### config.mk
export PLATFORM = sky130hd
export DESIGN_NAME = io_uart_tx_flat
export DESIGN_NICKNAME = d
export VERILOG_FILES = /design/src/rtl/io_uart_tx_if.sv /design/src/rtl/io_uart_tx.sv /design/src/flat_wrapper.sv
export SDC_FILE = /design/constraint.sdc
export NUM_CORES = 1
export LEC_CHECK = 0
export ABC_AREA = 1
export BUFFER_PORTS_ARGS = -buffer_cell sky130_fd_sc_hd__buf_4
export CAP_MARGIN = 20
export CORE_MARGIN = 3
export CORE_UTILIZATION = 35
export CTS_CLUSTER_DIAMETER = 50
export CTS_CLUSTER_SIZE = 40
export DETAILED_ROUTE_END_ITERATION = 10
export MAX_ROUTING_LAYER = met4
export PLACE_DENSITY_LB_ADDON = 0.25
export SYNTH_ARGS = -nofsm -noshare
export SYNTH_HDL_FRONTEND = slang
export SYNTH_SLANG_ARGS = --single-unit
export TNS_END_PERCENT = 1
### constraint.sdc
create_clock -name clock -period 5.05 [get_ports clock]
set_clock_uncertainty 0.15 [all_clocks]
set_input_delay 1.01 -clock clock [delete_from_list [all_inputs] [get_ports clock]]
set_output_delay 1.01 -clock clock [all_outputs]
set_load 0.02 [all_outputs]
### src/rtl/io_uart_tx_if.sv
// io_uart_tx_if: CPU store bus as seen by the
// memory-mapped UART transmitter.
interface io_uart_tx_if;
  logic [7:0] address;
  logic [7:0] data_in;
  logic       write;

  modport master (
    output address,
    output data_in,
    output write
  );

  modport slave (
    input address,
    input data_in,
    input write
  );
endinterface

### src/rtl/io_uart_tx.sv
// io_uart_tx: memory-mapped 8N1 serial transmitter with
// a one-entry holding register and a pollable status byte.
module io_uart_tx #(
  parameter int unsigned CLKS_PER_BIT = 16,
  parameter logic [7:0]  TX_DATA_ADDR = 8'hE0,
  parameter logic [7:0]  TX_CTRL_ADDR = 8'hE1
) (
  input  logic        clock,
  input  logic        reset,
  io_uart_tx_if.slave bus,
  output logic        txd,
  output logic [7:0]  status_out,
  output logic        tx_done
);

  localparam logic [1:0] IDLE  = 2'd0;
  localparam logic [1:0] START = 2'd1;
  localparam logic [1:0] DATA  = 2'd2;
  localparam logic [1:0] STOP  = 2'd3;

  localparam logic [7:0] BAUD_LAST =
    8'(CLKS_PER_BIT - 1);
  localparam logic [7:0] BAUD_PRE =
    8'(CLKS_PER_BIT - 2);

  logic [1:0] state;
  logic [7:0] shift_reg;
  logic [7:0] hold_data;
  logic [2:0] bit_idx;
  logic [7:0] baud_cnt;
  logic       hold_full;
  logic       overrun;

  logic wr_data;
  logic wr_ctrl;
  logic baud_last;
  logic load;
  logic free;

  assign wr_data = bus.write &&
    (bus.address == TX_DATA_ADDR);
  assign wr_ctrl = bus.write &&
    (bus.address == TX_CTRL_ADDR);

  assign baud_last = (baud_cnt == BAUD_LAST);

  // The held byte moves to the shifter from IDLE or at
  // the end of a stop bit, so a store on that edge fits.
  assign load = hold_full &&
    ((state == IDLE) ||
     ((state == STOP) && baud_last));
  assign free = !hold_full || load;

  assign status_out = {
    5'b0,
    overrun,
    state != IDLE,
    ~hold_full
  };

  always_ff @(posedge clock or negedge reset) begin
    if (!reset) begin
      hold_data <= 8'h00;
      hold_full <= 1'b0;
      overrun   <= 1'b0;
    end else begin
      if (wr_data && free) begin
        hold_data <= bus.data_in;
        hold_full <= 1'b1;
      end else if (load) begin
        hold_full <= 1'b0;
      end
      if (wr_data && !free) begin
        overrun <= 1'b1;
      end else if (wr_ctrl && bus.data_in[2]) begin
        overrun <= 1'b0;
      end
    end
  end

  always_ff @(posedge clock or negedge reset) begin
    if (!reset) begin
      state     <= IDLE;
      shift_reg <= 8'h00;
      bit_idx   <= 3'd0;
      baud_cnt  <= 8'd0;
      txd       <= 1'b1;
      tx_done   <= 1'b0;
    end else begin
      tx_done <= (state == STOP) &&
        (baud_cnt == BAUD_PRE);
      unique case (state)
        IDLE: begin
          if (hold_full) begin
            shift_reg <= hold_data;
            baud_cnt  <= 8'd0;
            state     <= START;
            txd       <= 1'b0;
          end
        end
        START: begin
          if (baud_last) begin
            baud_cnt <= 8'd0;
            bit_idx  <= 3'd0;
            state    <= DATA;
            txd      <= shift_reg[0];
          end else begin
            baud_cnt <= baud_cnt + 8'd1;
          end
        end
        DATA: begin
          if (baud_last) begin
            baud_cnt  <= 8'd0;
            shift_reg <= {1'b0, shift_reg[7:1]};
            if (bit_idx == 3'd7) begin
              state <= STOP;
              txd   <= 1'b1;
            end else begin
              bit_idx <= bit_idx + 3'd1;
              txd     <= shift_reg[1];
            end
          end else begin
            baud_cnt <= baud_cnt + 8'd1;
          end
        end
        STOP: begin
          if (baud_last) begin
            baud_cnt <= 8'd0;
            if (hold_full) begin
              shift_reg <= hold_data;
              state     <= START;
              txd       <= 1'b0;
            end else begin
              state <= IDLE;
            end
          end else begin
            baud_cnt <= baud_cnt + 8'd1;
          end
        end
        default: begin
          state <= IDLE;
          txd   <= 1'b1;
        end
      endcase
    end
  end

endmodule

### src/flat_wrapper.sv
// flat-port wrapper written by rule: the top's interface ports become plain ports
module io_uart_tx_flat 
#(
  parameter int unsigned CLKS_PER_BIT = 16,
  parameter logic [7:0]  TX_DATA_ADDR = 8'hE0,
  parameter logic [7:0]  TX_CTRL_ADDR = 8'hE1
)
  (clock, reset, txd, status_out, tx_done, bus_address, bus_data_in, bus_write);
  io_uart_tx_if bus_i ();
  input  logic clock;
  input  logic reset;
  output logic txd;
  output logic [7:0] status_out;
  output logic tx_done;
  input wire logic [$bits(bus_i.address)-1:0] bus_address;
  input wire logic [$bits(bus_i.data_in)-1:0] bus_data_in;
  input wire logic [$bits(bus_i.write)-1:0] bus_write;
  assign bus_i.address = bus_address;
  assign bus_i.data_in = bus_data_in;
  assign bus_i.write = bus_write;
  io_uart_tx #(.CLKS_PER_BIT(CLKS_PER_BIT), .TX_DATA_ADDR(TX_DATA_ADDR), .TX_CTRL_ADDR(TX_CTRL_ADDR)) u_core (.clock(clock), .reset(reset), .bus(bus_i), .txd(txd), .status_out(status_out), .tx_done(tx_done));
endmodule
== Word-level counts from Yosys, hierarchy flattened ==
Index checks and enable logic that the tools add are counted.

* Input bits: 19
* Register bits: 33

* Reduce and logical (&&, ||, !) cells: 23
* Bitwise operators: 1
* Add/sub/neg operators: 2
* Multiplexer cells: 28
* Equal/unequal tests: 14

{| class="wikitable"
|+ Operators by type and width
! operator !! number
|-
| $mux W8 || 5
|-
| $pmux W8 S3 || 1
|-
| $eq A8 B4 Y1 const B || 2
|-
| $eq A8 B8 Y1 const B || 2
|-
| $pmux W8 S2 || 1
|-
| $mux W1 || 10
|-
| $mux W2 || 5
|-
| $ne A2 B1 Y1 const B || 5
|-
| $mux W3 || 3
|-
| $add A8 B1 Y8 const B || 1
|-
| $logic_and A1 B1 Y1 || 8
|-
| $pmux W2 S4 || 1
|-
| $reduce_bool A2 Y1 || 4
|-
| $pmux W3 S2 || 1
|-
| $reduce_and A3 Y1 || 2
|-
| $reduce_and A5 Y1 || 1
|-
| $eq A2 B2 Y1 const B || 2
|-
| $pmux W1 S4 || 1
|-
| $reduce_and A4 Y1 || 1
|-
| $add A3 B1 Y3 const B || 1
|-
| $eq A3 B3 Y1 const B || 1
|-
| $reduce_bool A3 Y1 || 1
|-
| $reduce_or A3 Y1 || 1
|-
| $eq A2 B1 Y1 const B || 1
|-
| 5 further kinds || 7
|}

== Depth between registers and ports, before layout ==
* Depth after elaboration: 8
* Gate-level depth with buffers: 10
* Mapped depth without buffers: 9

== Worst setup path after synthesis ==
Ideal clock, no wire load.

* Path kind: reg-to-output
* Start point: reg u_core.state[0]
* End point: out status_out[1]
* Buffers on the path: 0
* Data required time: 3.890 ns
* Cell stages (with the launch flop): 4
* Data arrival time: 0.901 ns
* Slack: 2.989 ns
* Path through: dfrtp_1 inv_1 ha_1 inv_1

* Cells in the longest elaborated chain, start to end: 1

{| class="wikitable"
|+ Ends and longest elaborated chain
! item !! RTL line !! source
|-
| from (decl) || io_uart_tx.sv:26 || <nowiki>logic [1:0] state;</nowiki>
|-
| from (signal assigned) || io_uart_tx.sv:83 || <nowiki>state <= IDLE;</nowiki>
|-
| from (signal assigned) || io_uart_tx.sv:97 || <nowiki>state <= START;</nowiki>
|-
| from (signal assigned) || io_uart_tx.sv:105 || <nowiki>state <= DATA;</nowiki>
|-
| $reduce_bool A2 Y1 || io_uart_tx.sv:57 || <nowiki>state != IDLE,</nowiki>
|-
| to (decl) || flat_wrapper.sv:13 || <nowiki>output logic [7:0] status_out;</nowiki>
|}

Every way passes these cells.

== Worst setup path after layout ==
Same ends and word-level chain as after synthesis.

==> out/results.txt <==
status = complete, no violations
core area = 5200 um2
static leakage = 1.20 nW
FMAX = 395 MHz
Finished Core Util = 42.5%
sequential area share after synthesis = 42.9%
Clock Tree Buf Depth = 2
critical path launch point type = register
Congestion Overflow GR = 0
unrepaired setup endpoints after global routing = no
Hold Crit Start = u_core.txd
top sig layer = met4
met1 wire length = 1880 um
Synth area leaders = dfrtp_1 42%, nand2_1 17%, nand3_1 7.8%
CTS Hold Bufs = 0
Distinct cells, synth = 29
Hold Path Sink = u_core.txd
# port buffers = 23
Hold Crit Depth = 2
Req. time, crit path = 3890 ps
Yosys top cell by area = dfrtp_1
fill count = 563
Met3 Wirelength = 129 um
Max FO, Critical Path = 7
largest net degree at the start of global routing = 34
wire length on met2 = 1680 um
top cell type's share of synthesized area = 41.6%
Top-Level Pins = 29
Cells after Synth = 242
Worst-path clk slew = 70 ps
Worst Setup End Kind = output port
num rows = 26
TritonCTS clock tree = built
R2R setup slack = 2880 ps
Detailed Route WL = 3720 um
Multi-input gate area = 961 um2
Final setup viols = 0
full die area = 6430 um2
Seq. cell area = 827 um2
drt initial violations = 101
global-route wire length before repair = 6670 um
max_cap viols = 0
Final period util = 50.1%
Post-Syn Area = 1930 um2
CP arrival = 1370 ps
Seq cells post-synth = 33
insertion delay to the later sink of the worst-skew pair = 280 ps
TritonCTS buffer count = 5
kind of critical path = register to output port
final hold viol count = 0
worst hold path type = register to register
via/cell ratio = 4.61
Detail Route Antenna Nets = 0
Die H = 80.2 um
Yosys warnings = 0
share of layout cells above drive strength 1 = 18.7%
post-DP HPWL = 2940 um
H-tree levels = 2
DRC violations left = 0
Die Wd = 80.2 um
Avg WL per Cell = 11.0 um
# diodes = 0
min cycle time layout = 2530 ps
mean post-synth cell area = 7.96 um2
DR pass1 iterations = 4
Reg-to-Reg Start = u_core.state[0]
via count = 1557
GRT Util Overall = 13.3%
# resized after CTS = 0
# Post-CTS Setup Buffers = 0
initial core utilization = 37.0%
Final Max Slew Viols = 0
VDD IR-drop max = 128 uV
routability congestion estimate = 0.827
Area Overhead vs Synth = 14.9%
clock root buffer = clkbuf_8
final net count = 296
setup TNS = 0 ps
initial antenna violation count = 0
worst reg-to-reg path cell count = 7
pwr dens = 223 nW/um2
vias in the first global route = 1479
CTS sink count = 33
reg2reg end = u_core.shift_reg[2]
per-stage QoR:
step | hold slack, ps | area (um2) | total power [W] | instances | setup WS (ps)
final | 313 | 2210 | 0.000493 | 338 | 2520
after global routing | 321 | 2210 | 0.000520 | 338 | 2420
after CTS | 318 | 2210 | 0.000501 | 338 | 2530
after detailed placement | 307 | 2130 | 0.000306 | 330 | 2750
after global placement | 303 | 2130 | 0.000306 | 330 | 2770
after floorplan | 292 | 1940 | 0.000290 | 246 | 2990
worst max path at each step:
stage                                from                  end  slack (ps)
after floorplan           u_core.state[0]        status_out[1]        2990
after global placement     bus_address[3]  u_core.hold_data[0]        2770
after detailed placement   bus_address[3]  u_core.hold_data[1]        2750
after CTS                 u_core.state[0]        status_out[1]        2530
after global routing      u_core.state[0]        status_out[1]        2420
final                     u_core.state[0]        status_out[1]        2520
cell families after synthesis:
| family | after synthesis | synth area share (%) |
|---|---|---|
| and+or+nand+nor | 153 | 36.9 |
| DFF | 33 | 42.9 |
| buffers and inverters | 30 | 7.99 |
| AOI/OAI and AO/OA | 13 | 4.61 |
| adders and majority gates | 10 | 6.49 |
| xor gates and xnor gates | 2 | 0.909 |
| other | 1 | 0.195 |
cell usage after synthesis:
cell	count
buf_4	7
nand3_1	30
nand3b_1	2
xnor2_1	1
nand2_1	89
o21ai_2	1
or2_2	4
xor2_1	1
nor3_4	1
a21oi_1	3
o211ai_1	1
inv_1	21
conb_1	1
o21bai_1	1
dfstp_2	1
nor2_8	1
o21ai_1	1
nor2_4	1
nor2_2	2
dfrtp_1	32
a21oi_2	1
nand2_4	3
o21ai_0	4
ha_1	10
buf_6	2
nand2_2	3
nand4_1	4
nor2_1	13
o21ai_4	1
critical path: stages, from the launching register on:
cell and delay [ps]:
dfrtp_1 460, inv_1 120, ha_1 250, inv_1 110, buf_4 150
metal layers:
metal  vias to the layer above  GRT usage [%]
met4                         0           3.72
met3                         4           3.36
met1                       728           18.3
met5                         -              -
li1                        799              -
met2                        26           19.5
layout by cell type (no fill, tap or decap), types with 2 or more instances in the layout:
| cell | Yosys | routed |
|---|---|---|
| nor2_2 | 2 | 2 |
| inv_1 | 21 | 21 |
| nor2_1 | 13 | 13 |
| clkinv_2 | 0 | 2 |
| dfrtp_1 | 32 | 32 |
| nand2_4 | 3 | 3 |
| clkbuf_8 | 0 | 5 |
| nand3b_1 | 2 | 2 |
| conb_1 | 1 | 5 |
| a21oi_1 | 3 | 3 |
| nand3_1 | 30 | 30 |
| ha_1 | 10 | 10 |
| or2_2 | 4 | 4 |
| nand2_2 | 3 | 3 |
| o21ai_0 | 4 | 4 |
| nand2_1 | 89 | 89 |
| buf_4 | 7 | 23 |
| nand4_1 | 4 | 4 |
power by group:
part	internal [W]	switching, W
Sequential	0.000268	0.00000231
Combinational	0.0000123	0.0000178
Clock	0.0000950	0.0000980
Total	0.000375	0.000118
final cells by class:
type	instances	share of cell area, %
clock inverters	3	0.791
well taps	70	3.96
repair buffers	23	7.80
inverters	21	3.56
clock buffers	5	3.11
flip-flops and latches	33	37.4
multi-input cells	183	43.4
(Power assumes the default switching activity.)
